[src/rtl/pipe_hazard_ctrl.sv]
// Central stall/flush controller for the 5-stage pipeline: load-use, branch, memory waits, halt.
// Optional statistics counters are built when HAZARD_STATS_EN is defined.
module pipe_hazard_ctrl #(
  parameter int unsigned REG_ADDR_W        = 4,
  parameter int unsigned LOAD_STALL_CYCLES = 1,
  parameter int unsigned STAT_W            = 16
) (
  input  logic                  clk,
  input  logic                  rst,
  input  logic [REG_ADDR_W-1:0] id_rs,
  input  logic [REG_ADDR_W-1:0] id_rt,
  input  logic                  id_uses_rs,
  input  logic                  id_uses_rt,
  input  logic                  ex_memread,
  input  logic [REG_ADDR_W-1:0] ex_rd,
  input  logic                  ex_branch_taken,
  input  logic                  imem_stall,
  input  logic                  dmem_stall,
  input  logic                  wb_halt,
  output logic                  pc_en,
  output logic                  ifid_en,
  output logic                  idex_en,
  output logic                  exmem_en,
  output logic                  memwb_en,
  output logic                  ifid_flush,
  output logic                  idex_flush,
  output logic                  halted,
  output logic [STAT_W-1:0]     stall_cycles,
  output logic [STAT_W-1:0]     flush_count
);

  localparam int unsigned CNT_W = 3;

  typedef enum logic [1:0] {RUN, LOAD_STALL, MEM_WAIT, HALT} state_t;

  state_t           state, next_state;
  logic [CNT_W-1:0] cnt, next_cnt;
  logic             load_use;

  // Register 0 never carries a real dependency.
  assign load_use = ex_memread && (ex_rd != '0) &&
                    ((id_uses_rs && (id_rs == ex_rd)) || (id_uses_rt && (id_rt == ex_rd)));

  always_ff @(posedge clk or negedge rst) begin
    if (!rst) begin
      state <= RUN;
      cnt   <= '0;
    end else begin
      state <= next_state;
      cnt   <= next_cnt;
    end
  end

  always_ff @(posedge clk or negedge rst) begin
    if (!rst) begin
      halted <= 1'b0;
    end else if (wb_halt) begin
      halted <= 1'b1;
    end
  end

  // Priority-ordered hazard resolution; enables/flushes are combinational.
  always_comb begin
    next_state = state;
    next_cnt   = cnt;
    pc_en      = 1'b1;
    ifid_en    = 1'b1;
    idex_en    = 1'b1;
    exmem_en   = 1'b1;
    memwb_en   = 1'b1;
    ifid_flush = 1'b0;
    idex_flush = 1'b0;

    if (state == HALT || wb_halt) begin
      pc_en      = 1'b0;
      ifid_en    = 1'b0;
      idex_en    = 1'b0;
      exmem_en   = 1'b0;
      memwb_en   = 1'b0;
      next_state = HALT;
    end else if (dmem_stall) begin
      pc_en      = 1'b0;
      ifid_en    = 1'b0;
      idex_en    = 1'b0;
      exmem_en   = 1'b0;
      memwb_en   = 1'b0;
      next_state = MEM_WAIT;
    end else if (ex_branch_taken) begin
      ifid_flush = 1'b1;
      idex_flush = 1'b1;
      next_cnt   = '0;
      next_state = RUN;
    end else if (state == LOAD_STALL) begin
      pc_en      = 1'b0;
      ifid_en    = 1'b0;
      idex_flush = 1'b1;
      if (cnt == '0) begin
        next_state = RUN;
      end else begin
        next_cnt = cnt - CNT_W'(1);
      end
    end else if (load_use) begin
      pc_en      = 1'b0;
      ifid_en    = 1'b0;
      idex_flush = 1'b1;
      // The first bubble is this cycle, so the counter holds the remaining extra ones.
      if (LOAD_STALL_CYCLES > 1) begin
        next_cnt   = CNT_W'(LOAD_STALL_CYCLES - 2);
        next_state = LOAD_STALL;
      end else begin
        next_state = RUN;
      end
    end else if (imem_stall) begin
      pc_en      = 1'b0;
      ifid_flush = 1'b1;
      next_state = RUN;
    end else begin
      next_state = RUN;
    end
  end

`ifdef HAZARD_STATS_EN
  // Saturating stall and branch-flush event counters.
  always_ff @(posedge clk or negedge rst) begin
    if (!rst) begin
      stall_cycles <= '0;
      flush_count  <= '0;
    end else begin
      if (!pc_en && (state != HALT) && (stall_cycles != '1)) begin
        stall_cycles <= stall_cycles + STAT_W'(1);
      end
      if (ifid_flush && idex_flush && (flush_count != '1)) begin
        flush_count <= flush_count + STAT_W'(1);
      end
    end
  end
`else
  assign stall_cycles = '0;
  assign flush_count  = '0;
`endif

endmodule

[config.mk]
export PLATFORM = sky130hd
export DESIGN_NAME = pipe_hazard_ctrl
export DESIGN_NICKNAME = d
export VERILOG_FILES = /design/src/rtl/pipe_hazard_ctrl.sv
export SDC_FILE = /design/constraint.sdc
export NUM_CORES = 1
export LEC_CHECK = 0
export ABC_AREA = 1
export ABC_CLOCK_PERIOD_IN_PS = 1260
export CAP_MARGIN = 20
export CORE_UTILIZATION = 29
export CTS_CLUSTER_DIAMETER = 100
export DETAILED_ROUTE_END_ITERATION = 10
export PLACE_DENSITY = 0.72
export RECOVER_POWER = 100
export SLEW_MARGIN = 40
export SYNTH_ARGS = -nofsm -noshare
export SYNTH_HDL_FRONTEND = slang
export SYNTH_SLANG_ARGS = --single-unit
[constraint.sdc]
create_clock -name clk -period 1.26 [get_ports clk]
set_input_delay 0.315 -clock clk [delete_from_list [all_inputs] [get_ports clk]]
set_output_delay 0.315 -clock clk [all_outputs]
set_load 0.01 [all_outputs]
After elaboration in Yosys (flattened, before gate mapping)
Cells that the tools add are included.
- register bits: 6
- RAM bits: 0
- bits in latches: 0
- word-level logic and storage cells: 54
- memory bits (read-only): 0
- output and inout port bits: 40
- input port bits: 21
- memories: 0
- reductions and logical operators: 10
- shift operators: 0
- $lt $le $gt $ge: 0
- $mul: 0
- multiplexer cells: 32
- add/subtract/negate cells: 1
- eq/ne operators: 6
- bitwise operators: 2
- div/mod/pow operators: 0
- operators by type and width (cell ; count):
    $mux 1 ; 24
    $mux 2 ; 5
    $mux 3 ; 3
    $eq 4x4->1 ; 2
    $ne 5x4->1 const B ; 1
    $logic_and 1x1->1 ; 4
    $reduce_and 4->1 ; 1
    $reduce_bool 4->1 ; 1
    $logic_not 3->1 ; 1
    $sub 3x1->3 const B ; 1
    $eq 2x1->1 const B ; 1
    $eq 2x2->1 const B ; 1
    $logic_or 1x1->1 ; 2
    $ne 2x2->1 const B ; 1
    $not 1->1 ; 2
    $reduce_bool 2->1 ; 1

Longest topological paths before layout
Gate-level depths: netlist of the first run.
- depth in word-level cells: 9
- gate-level depth with buffers: 11
- gate-level depth less buffers: 11

Least setup slack after synthesis of the first run
OpenSTA, ideal clock, no wires.
- path type: input-to-output
- from: input port ex_rd[3]
- to: output port ifid_flush
- setup slack: -0.066 ns
- arrival: 1.011 ns
- required time: 0.945 ns
- stages: 8
- path buffers: 0
- path through: inv_2 -> nand2_1 -> o31a_1 -> nand2_1 -> nand2_2 -> nand2_2 -> nand2_2 -> nor2_1
- word-level cells in the longest chain between the ends: 9
- elaborated cells on any way between the ends: 13
- those cells by class: eq/ne (2); mux (5); reduce/logical (6)
- ends and longest elaborated chain (what ; line ; text):
    start, declared ; 15 ; input logic [REG_ADDR_W-1:0] ex_rd,
    $eq 4x4->1 ; 42 ; ((id_uses_rs && (id_rs == ex_rd)) || (id_uses_rt && (id_rt == ex_rd)));
    $logic_and 1x1->1 ; 42 ;
    $logic_or 1x1->1 ; 42 ;
    $logic_and 1x1->1 * ; 41 ; assign load_use = ex_memread && (ex_rd != '0) &&
    $mux 1 * ; 102 ; end else if (load_use) begin
    $mux 1 * ; 93 ; end else if (state == LOAD_STALL) begin
    $mux 1 * ; 88 ; end else if (ex_branch_taken) begin
    $mux 1 * ; 81 ; end else if (dmem_stall) begin
    $mux 1 * ; 74 ; if (state == HALT || wb_halt) begin
    end, declared ; 25 ; output logic ifid_flush,
Mark *: on every way between the ends. The rest lies on a longest branch, timed or not.

Worst setup path after layout of the first run
- from: register state[1]
- to: output port ifid_flush
- word-level cells in the longest chain between the ends: 5
- elaborated cells on any way between the ends: 7
- those cells by class: eq/ne (2); mux (4); reduce/logical (1)
- ends and longest elaborated chain (what ; line ; text):
    start, declared ; 36 ; state_t state, next_state;
    start signal, assigned ; 49 ; state <= next_state;
    $eq 2x1->1 ; 93 ;
    $mux 1 ; 93 ;
    $mux 1 ; 88 ;
    $mux 1 ; 81 ;
    $mux 1 * ; 74 ;
Marked as above.

==> results of run 1 <==
[per-stage QoR]
step	hold WS, ns	cell area, sq um	power [mW]
6_report	0.3792	1085	0.5957
5_1_grt	0.3955	1085	0.6415
4_1_cts	0.3184	1012	0.5868
3_5_place_dp	0.4531	1013	0.4280
3_3_place_gp	0.4523	1013	0.4216
2_1_floorplan	0.01941	928.4	0.4031
[critical path: stages, from the launching register on]
cell and delay (ns):
sky130_fd_sc_hd__dfrtp_1 0.38, sky130_fd_sc_hd__a21oi_2 0.18, sky130_fd_sc_hd__inv_2 0.08, sky130_fd_sc_hd__nor2_8 0.12
sky130_fd_sc_hd__nand2_4 0.08, sky130_fd_sc_hd__nor2_2 0.07, sky130_fd_sc_hd__buf_2 0.13
[cell usage after synthesis]
library cell	n	area share, %
sky130_fd_sc_hd__inv_1	18	8.7
sky130_fd_sc_hd__nand3_2	1	1.3
sky130_fd_sc_hd__nand3_1	2	1.3
sky130_fd_sc_hd__a21oi_2	1	1.1
sky130_fd_sc_hd__ha_1	2	3.2
sky130_fd_sc_hd__o31a_1	1	1.1
sky130_fd_sc_hd__inv_2	3	1.4
sky130_fd_sc_hd__o22ai_1	2	1.6
sky130_fd_sc_hd__xnor2_1	3	3.4
sky130_fd_sc_hd__nor2_1	11	5.3
sky130_fd_sc_hd__dfrtp_1	6	19
sky130_fd_sc_hd__nor2_8	1	2.6
sky130_fd_sc_hd__o21ai_1	3	1.9
sky130_fd_sc_hd__conb_1	1	0.48
sky130_fd_sc_hd__or2_2	1	0.81
sky130_fd_sc_hd__nand2_1	23	11
sky130_fd_sc_hd__nand2_2	3	2.4
sky130_fd_sc_hd__buf_4	34	33
[what timing repair did]
action | 4_1_cts | 5_1_grt
endpoints found under the setup margin | 8 | 10
pin swaps | 16 | 17
gates cloned | 0 | 0
gates resized for setup | 74 | 27
setup buffers | 2 | 4
[per-layer routing]
layer	part of all wire [%]	global-route usage (%)	wire [um]
met5	0	0	0
met3	6.6	2.260	102
met1	36	11.80	558
met4	1.1	5.263	17
met2	56	21.19	873
[path summary, 6_finish.rpt]
| kind | from | end | slack, ns | cells after the start |
|---|---|---|---|---|
| max | state[1] | ifid_flush | -0.35 | 6 |
| min | rst | state[0] | 0.38 | 1 |
| max reg2reg | state[1] | cnt[1] | -0.28 | 11 |
| min reg2reg | halted | halted | 0.45 | 1 |
| max in group asynchronous | rst | halted | 0.66 | 1 |
| min in group clk | wb_halt | state[0] | 0.44 | 3 |
[placed cells by master, fill, tap and decap left out, types with 2 or more instances in the layout]
cell type / instances
sky130_fd_sc_hd__xnor2_1: 3
sky130_fd_sc_hd__conb_1: 32
sky130_fd_sc_hd__ha_1: 2
sky130_fd_sc_hd__clkbuf_4: 3
sky130_fd_sc_hd__dlygate4sd2_1: 5
sky130_fd_sc_hd__clkdlybuf4s50_1: 2
sky130_fd_sc_hd__inv_1: 14
sky130_fd_sc_hd__nand3_1: 2
sky130_fd_sc_hd__nand2_1: 22
sky130_fd_sc_hd__inv_2: 5
sky130_fd_sc_hd__buf_4: 4
sky130_fd_sc_hd__buf_6: 11
sky130_fd_sc_hd__clkdlybuf4s15_1: 2
sky130_fd_sc_hd__nand2_2: 3
sky130_fd_sc_hd__o21ai_2: 2
sky130_fd_sc_hd__dfrtp_1: 6
sky130_fd_sc_hd__buf_2: 6
sky130_fd_sc_hd__nor2_1: 9
sky130_fd_sc_hd__clkbuf_2: 4
[report_power, final]
part | leakage, nW | switching (mW) | internal (mW) | total (mW)
Sequential | 0.0617 | 0.00556 | 0.204 | 0.210
Combinational | 0.563 | 0.122 | 0.0860 | 0.208
Clock | 0.0138 | 0.0698 | 0.108 | 0.178
Total | 0.639 | 0.197 | 0.398 | 0.596
[registers in the layout, summed over array words and instances (netlist names)]
name    count
cnt         3
state       2
halted      1
[cell type report]
type,instances,area [sq um]
fillers,267,1415
multi-input cells,86,447.9
repair buffers,37,330.3
flip-flops and latches,6,150.1
inverters,21,96.34
well taps,30,37.54
clock buffers,3,22.52
[cell families after synthesis]
logic type | share of synthesized area, %
AO/OA/AOI/OAI | 5.797
buffers and inverters | 42.99
flip-flops | 19.32
adder cells (fa/ha/maj) | 3.220
AND/OR/NAND/NOR | 24.80
XOR/XNOR | 3.382
other | 0.4826
==> results.md, run 1 <==
* Status: finished, violations left
* Failing checks: setup timing
* Hold buffer count at CTS at 0
* IR drop worst, VDD at about 340 uV
* Number of instances in the synthesized netlist at ~120
* Worst-path fanout max at 4
* Reported max-cap violation count at 0
* Via count of the first global-routing pass at 606
* Critical path class: reg2out
* Count of port buffers added during placement at 28
* Timing-limited maximum frequency at around 620 MHz
* Per-instance average area after synthesis at between 6 and 7 sq um
* Clock network latency to the later pin of the worst-skew pair at about 0.25 ns
* Total track usage at approximately 11%
* Die Y at roughly 54 um
* DRT Pass-1 Iters at 4
* Number of nets in the layout at 178
* Yosys synthesis warning count at 0
* Finish-stage setup viols at 11
* Via-per-instance ratio at between 3 and 4
* First-pass GRT wire length at about 2400 um
* Final design utilization at a little over two fifths
* DRC errors left at 0
* Clock slew at reported path FFs at around 0.05 ns
* Total number of vias at 687
* Clock Sinks at 6
* Number of core rows at 18
* IO Count at 61
* Aggregate global routing overflow at 0
* Initial drt markers at 8
* Finished Layout Cells at around 180
* Clock tree from TritonCTS: built
* Path type of the worst min-delay path: in2async
* Total placed cells including tap cells at around 170
* DRT Wirelength at around 1600 um
* Worst-case setup slack after placement at -1.287 ns
* Reported leakage power at 0.6387 nW
* Setup skew after layout at about 0.0053 ns
* Required time of the worst setup path at about 0.94 ns
* Maximum level of the CTS H-tree at 1
* Share of synthesized area occupied by flip-flops and latches at between 10% and 20%
* Antenna Violating Nets Remaining at 0
* Setup_tns at -3.115 ns
* Antenna fix cells at 0
* Setup WS post-layout at -0.3461 ns
* Final hold viol count at 0
* Clock tree buffer depth at 2
* Pwr/cell area at roughly 550 nW/um^2
* Setup repair after global routing missed its margin: yes
* Placer's final routability congestion estimate at about 0.80
* Element type at the critical path start: flip-flop
* FF+latch count, synth at 6
* Worst setup EP type: output port
* Ratio of cells with drive above 1 in the final layout at 32.03%
* Detailed placer's ending HPWL at 1264 um
* CTS root buffer: sky130_fd_sc_hd__clkbuf_4
* Number of distinct library cell variants in the gate-level netlist after synthesis at 18
* Area of the core at between 2000 and 2500 sq um
* Initial antenna violation count at 0
* Netlist area before placement at about 780 sq um
* Wire length per cell after detailed routing at ~8.5 um
* Starting density of the core at 31.08%
* Post-route minimum period at 1.606 ns
* Horizontal die dimension at 53.76 um
* Area Growth Syn to Fin at 39.61%
* WP data arrival at 1.29 ns
* Pin count of the biggest net entering global routing at 7
* Die ar. at 2890 sq um
* Share of the cycle needed by the critical path after routing at 127.5%
* Final Max Slew Viols at 0
* CTS buffer count at 3
Note: power is estimated with default switching activity, not from simulation.
==> inputs of run 2 (changes only) <==
Settings changed: ABC_CLOCK_PERIOD_IN_PS 1260 to 1300, PLACE_DENSITY 0.72 to 0.75.
Clock period 1.26 ns to 1.3 ns, I/O delays scaled along.
==> run 2 against run 1 <==
The run still ends with setup timing left. Combinational power grew 6%. Non-clock buffer count down 2. Utilization up 0.75 points. Flip-flop and latch count unchanged. Critical path depth is the same. Register-to-register slack better by 0.26 ns. Total power decreased by 1.1%. Final cell count down 1.1%. Largest power group is now combinational cells.
==> results.md, run 2 (synthesis gave the netlist of run 1 again) <==
* Status: finished, violations left
* Failing checks: setup timing
* Final Max Slew Viols at 0 (unchanged)
* DRT Pass-1 Iters at 2 (-2)
* Largest registers: cnt x3, state x2, halted x1
* DRT Wirelength at 1502 um (-3.2%)
* Setup WS post-layout at -0.3127 ns (+0.03332 ns)
* Clock tree from TritonCTS: built
* Timing-limited maximum frequency at around 620 MHz
* Clock Sinks at 6 (unchanged)
* Wire length per cell after detailed routing at 8.298 um (-2.2%)
* Die Y at 53.76 um (unchanged)
* Worst setup EP type: output port
* Worst hold slack across all endpoints at 0.3935 ns (+0.01431 ns)
* Hold buffer count at CTS at 0 (unchanged)
* Maximum level of the CTS H-tree at 1 (unchanged)
* Path type of the worst min-delay path: in2async
* Antenna fix cells at 0 (unchanged)
* Setup skew after layout at 0.003425 ns (-0.001853 ns)
* Multi-input gate area in the final layout at 470.5 sq um (+5.0%)
* Fillcell total at 273 (+2.2%)
* First-pass GRT wire length at 2173 um (-8.7%)
* IR drop worst, VDD at 319.6 uV (-6.4%)
* Element type at the critical path start: primary input
* Reported max-cap violation count at 0 (unchanged)
* Required time of the worst setup path at 0.98 ns (+0.04 ns)
* Reg-to-reg slack, setup at -0.02 ns (+0.26 ns)
* Post-route minimum period at 1.613 ns
* Post-detailed-placement cell area at 1013 sq um (unchanged)
* Total track usage at 10.36% (-0.94 points)
* First element of the critical path: ex_branch_taken
* Final hold viol count at 0 (unchanged)
* Setup repair after global routing missed its margin: yes
* Most used cells in the layout excluding fill and tap cells: 32 x sky130_fd_sc_hd__conb_1, 16 x sky130_fd_sc_hd__nand2_1, 13 x sky130_fd_sc_hd__inv_1, 13 x sky130_fd_sc_hd__buf_6, 9 x sky130_fd_sc_hd__nand2_2
* Reported leakage power at 0.6221 nW (-2.6%)
* Pin count of the biggest net entering global routing at 7 (unchanged)
* WP data arrival at 1.29 ns (about the same)
* Horizontal die dimension at 53.76 um (unchanged)
* Leading cell type in the layout, fill and taps excluded: sky130_fd_sc_hd__conb_1
* Ratio of cells with drive above 1 in the final layout at 38.41% (+6.4 points)
* Clock network latency to the later pin of the worst-skew pair at 0.24 ns (about the same)
* Number of core rows at 18 (unchanged)
* CTS buffer count at 3 (unchanged)
* DRC errors left at 0 (unchanged)
* Clock tree buffer depth at 2 (unchanged)
* CTS root buffer: sky130_fd_sc_hd__clkbuf_4
* Number of nets in the layout at 176 (-1.1%)
* Detailed placer's ending HPWL at 1213 um (-4.1%)
* Die ar. at 2890 sq um (unchanged)
* Area Growth Syn to Fin at 42.03%
* Count of port buffers added during placement at 28 (unchanged)
* Finish-stage setup viols at 8 (-3)
* Clock slew at reported path FFs at 0.04 ns (about the same)
* Startpoint of the worst register-to-register path: state[1]
* Antenna Violating Nets Remaining at 0 (unchanged)
* Largest register FFs at 3 (unchanged)
* Aggregate global routing overflow at 0 (unchanged)
* Total number of vias at 669 (-2.6%)
* Pwr/cell area at 533.6 nW/um^2 (-2.8%)
* Worst reg2reg path depth at 8 (-3)
* Worst-path fanout max at 3 (-1)
* Via-per-instance ratio at 3.696 (-1.5%)
* Critical path class: in2out
* Initial antenna violation count at 0 (unchanged)
* Starting density of the core at 31.08% (unchanged)
* Reg with most FFs: cnt
* Share of the cycle needed by the critical path after routing at 124.1%
* Sequential standard cell area at 150.1 sq um (unchanged)
* Via count of the first global-routing pass at 569 (-6.1%)
* Area of the core at 2500 sq um (unchanged)
* Initial drt markers at 7 (-1)
* Placer's final routability congestion estimate at 0.8141 (+1.5%)
* Highest metal used: met3
* Routed length on met3 at 91 um (-11%)
* Met1 layer wirelength in the final routing at 588 um (+5.4%)
* IO Count at 61 (unchanged)
* Final Instance Area at 1104 sq um (+1.7%)
* Met2 layer wire length in the routed design at 822 um (-5.8%)
run 2: cell types whose count changed in the layout (fill, tap and decap cells not counted), moves of 2 or more:
cell,delta
sky130_fd_sc_hd__nand2_1,-6
sky130_fd_sc_hd__nor2_1,-2
sky130_fd_sc_hd__clkbuf_2,-4
sky130_fd_sc_hd__nor2_2,+2
sky130_fd_sc_hd__buf_6,+2
sky130_fd_sc_hd__buf_4,+2
sky130_fd_sc_hd__nand2_2,+6
run 2: per-layer routing:
metal  vias to the layer above  GRT usage (%)
met5                         -              0
met4                         0          2.632
met3                         0          2.542
met2                        30          19.55
met1                       289          11.30
li1                        350              -
run 2: final timing paths:
check,endpoint
setup / recovery,ifid_flush
hold / removal,cnt[1]
setup reg to reg,cnt[0]
hold reg to reg,halted
max in group asynchronous,cnt[0]
min in group clk,halted
run 2: what timing repair did:
action / 4_1_cts / 5_1_grt
endpoints found under the hold margin: 0 / 0
pin swaps: 22 / 11
endpoints found under the setup margin: 11 / 10
gates resized for setup: 110 / 11
buffers inserted: 2 / 3
run 2: area by class of cell:
cell class              count  share of cell area (%)
well taps                  30                   3.401
flip-flops and latches      6                   13.61
repair buffers             35                   29.59
multi-input cells          86                   42.63
clock buffers               3                   2.041
inverters                  21                   8.730
run 2: power by group:
group | internal (mW) | total (mW) | switching [mW] | leakage (nW)
sequential | 0.198 | 0.204 | 0.00569 | 0.0617
combinational | 0.0962 | 0.220 | 0.124 | 0.547
clock | 0.104 | 0.165 | 0.0608 | 0.0138
total | 0.398 | 0.589 | 0.190 | 0.622
run 2: critical path, stage by stage:
cell and delay (ns):
sky130_fd_sc_hd__clkdlybuf4s50_1 0.52, sky130_fd_sc_hd__inv_1 0.08, sky130_fd_sc_hd__nand2_2 0.08, sky130_fd_sc_hd__nand2_4 0.07, sky130_fd_sc_hd__nor2_2 0.09, sky130_fd_sc_hd__buf_2 0.13
run 2: through the flow:
stage | cells | util (%) | power [mW] | worst slack [ns] | TNS (ns)
global route | 181 | 44.14 | 0.6376 | -0.3755 | -2.470
detailed placement | 174 | 40.54 | 0.4138 | -1.255 | -8.652
CTS | 179 | 42.19 | 0.5872 | -0.3193 | -1.903
global placement | 174 | 40.54 | 0.4105 | -1.229 | -8.413
finish | 181 | 44.14 | 0.5888 | -0.3127 | -1.846
floorplan | 147 | - | 0.3907 | -0.007120 | -0.008795
==> inputs of run 3 (changes only) <==
Settings changed: CTS_CLUSTER_SIZE set to 24.
==> results of run 3 <==
Same layout as run 2: the final DEF is identical, and so are final timing and power.
==> patch: new RTL, flow settings as in run 3 <==
The parameter `STAT_W` goes from 16 to 32.
--- a/src/rtl/pipe_hazard_ctrl.sv
+++ b/src/rtl/pipe_hazard_ctrl.sv
@@ -3,7 +3,7 @@
 module pipe_hazard_ctrl #(
   parameter int unsigned REG_ADDR_W        = 4,
   parameter int unsigned LOAD_STALL_CYCLES = 1,
-  parameter int unsigned STAT_W            = 16
+  parameter int unsigned STAT_W            = 32
 ) (
   input  logic                  clk,
   input  logic                  rst,
Ports: changed (resized flush_count and stall_cycles); port bits go from 61 to 93. No check against the original RTL was run, so the function may have changed too.
==> patch against run 3 <==
The flow still finishes with violations (setup timing). Area after synthesis grew 31%. Worst setup slack gained 0.031 ns. Power grew 5.1%. Count of clock-buffer cells in the layout is the same. Wire length shrank 1.6%. Sequential cell count is the same. Design area grew 8.7%. Highest routed layer unchanged.
==> patch: results (changes against run 3) <==
Finish-stage setup viols=8 (unchanged); DR pass1 iterations=6 (+4); Commonest cells post-synth=buf_4, nand2_1, inv_1; mean post-synth cell area=6.87 µm² (+2.6%); Met1 Wirelength=558 µm (-5.1%); routing usage on met3=2.52% (-0.021 points); Setup TNS Final=-1.76 ns (+0.0866 ns); setup ws final=-0.282 ns (+0.0310 ns); worst clock skew=0.00786 ns (+0.00444 ns); Met3 Wirelength=160 µm (+76%); Post-DP HPWL=1240 µm (+1.9%); WL/cell=6.51 µm (-22%); gpl congestion=0.764 (-6.2%); GR Layer Usage met1=9.29% (-2.0 points); first-pass GRT wire length=2260 µm (+3.8%); Hold WS=0.393 ns (-0.0000510 ns); critical path's largest stage delay=0.38 ns (-0.14 ns); leakage=0.706 nW (+13%); DP Area=1160 µm² (+15%); critical path's top delay family=flip-flops; Slowest cell on crit path=dfrtp_1; drt initial violations=3 (-4); failing checks=setup timing; adder and majority cell fraction of the synthesized area=2.46% (-0.76 points); global-route met2 utilization=14.3% (-5.3 points); post-route insts no fill=227 (+25%); layout cells sized above 1=25.4% (-13 points); Post-CTS Setup Bufs=1 (-1); Net Switching=0.000231 W (+21%); outcome=finished with violations; post-synthesis compound-gate area fraction=4.43% (-1.4 points); sequential share of the synthesized area=14.8% (-4.6 points); vias in the first global route=542 (-4.7%); worst path arrival time=1.26 ns (-0.03 ns)
==> patch: cell types whose count changed after synthesis <==
cell / delta
buf_4: +32
==> patch: power groups by stage <==
| stage | Clock (W) | Combinational (W) | Sequential (W) |
|---|---|---|---|
| 3_3_place_gp | 0 | 0.000246 | 0.000206 |
| 4_1_cts | 0.000176 | 0.000234 | 0.000204 |
| 2_1_floorplan | 0 | 0.000297 | 0.000205 |
| 3_5_place_dp | 0 | 0.000248 | 0.000207 |
| 6_report | 0.000168 | 0.000246 | 0.000205 |
| 5_1_grt | 0.000189 | 0.000286 | 0.000205 |
==> patch: layout make-up <==
type	instances	area share, %
clock buffers	3	1.88
well taps	46	4.80
flip-flops and latches	6	12.5
inverters	21	8.03
multi-input cells	118	48.5
repair buffers	33	24.3
==> patch: final timing paths <==
| check | from | endpoint |
|---|---|---|
| max | state[1] | ifid_flush |
| min | rst | cnt[2] |
| max reg2reg | state[1] | cnt[2] |
| min reg2reg | halted | halted |
| max in group asynchronous | rst | cnt[0] |
| min in group clk | wb_halt | halted |
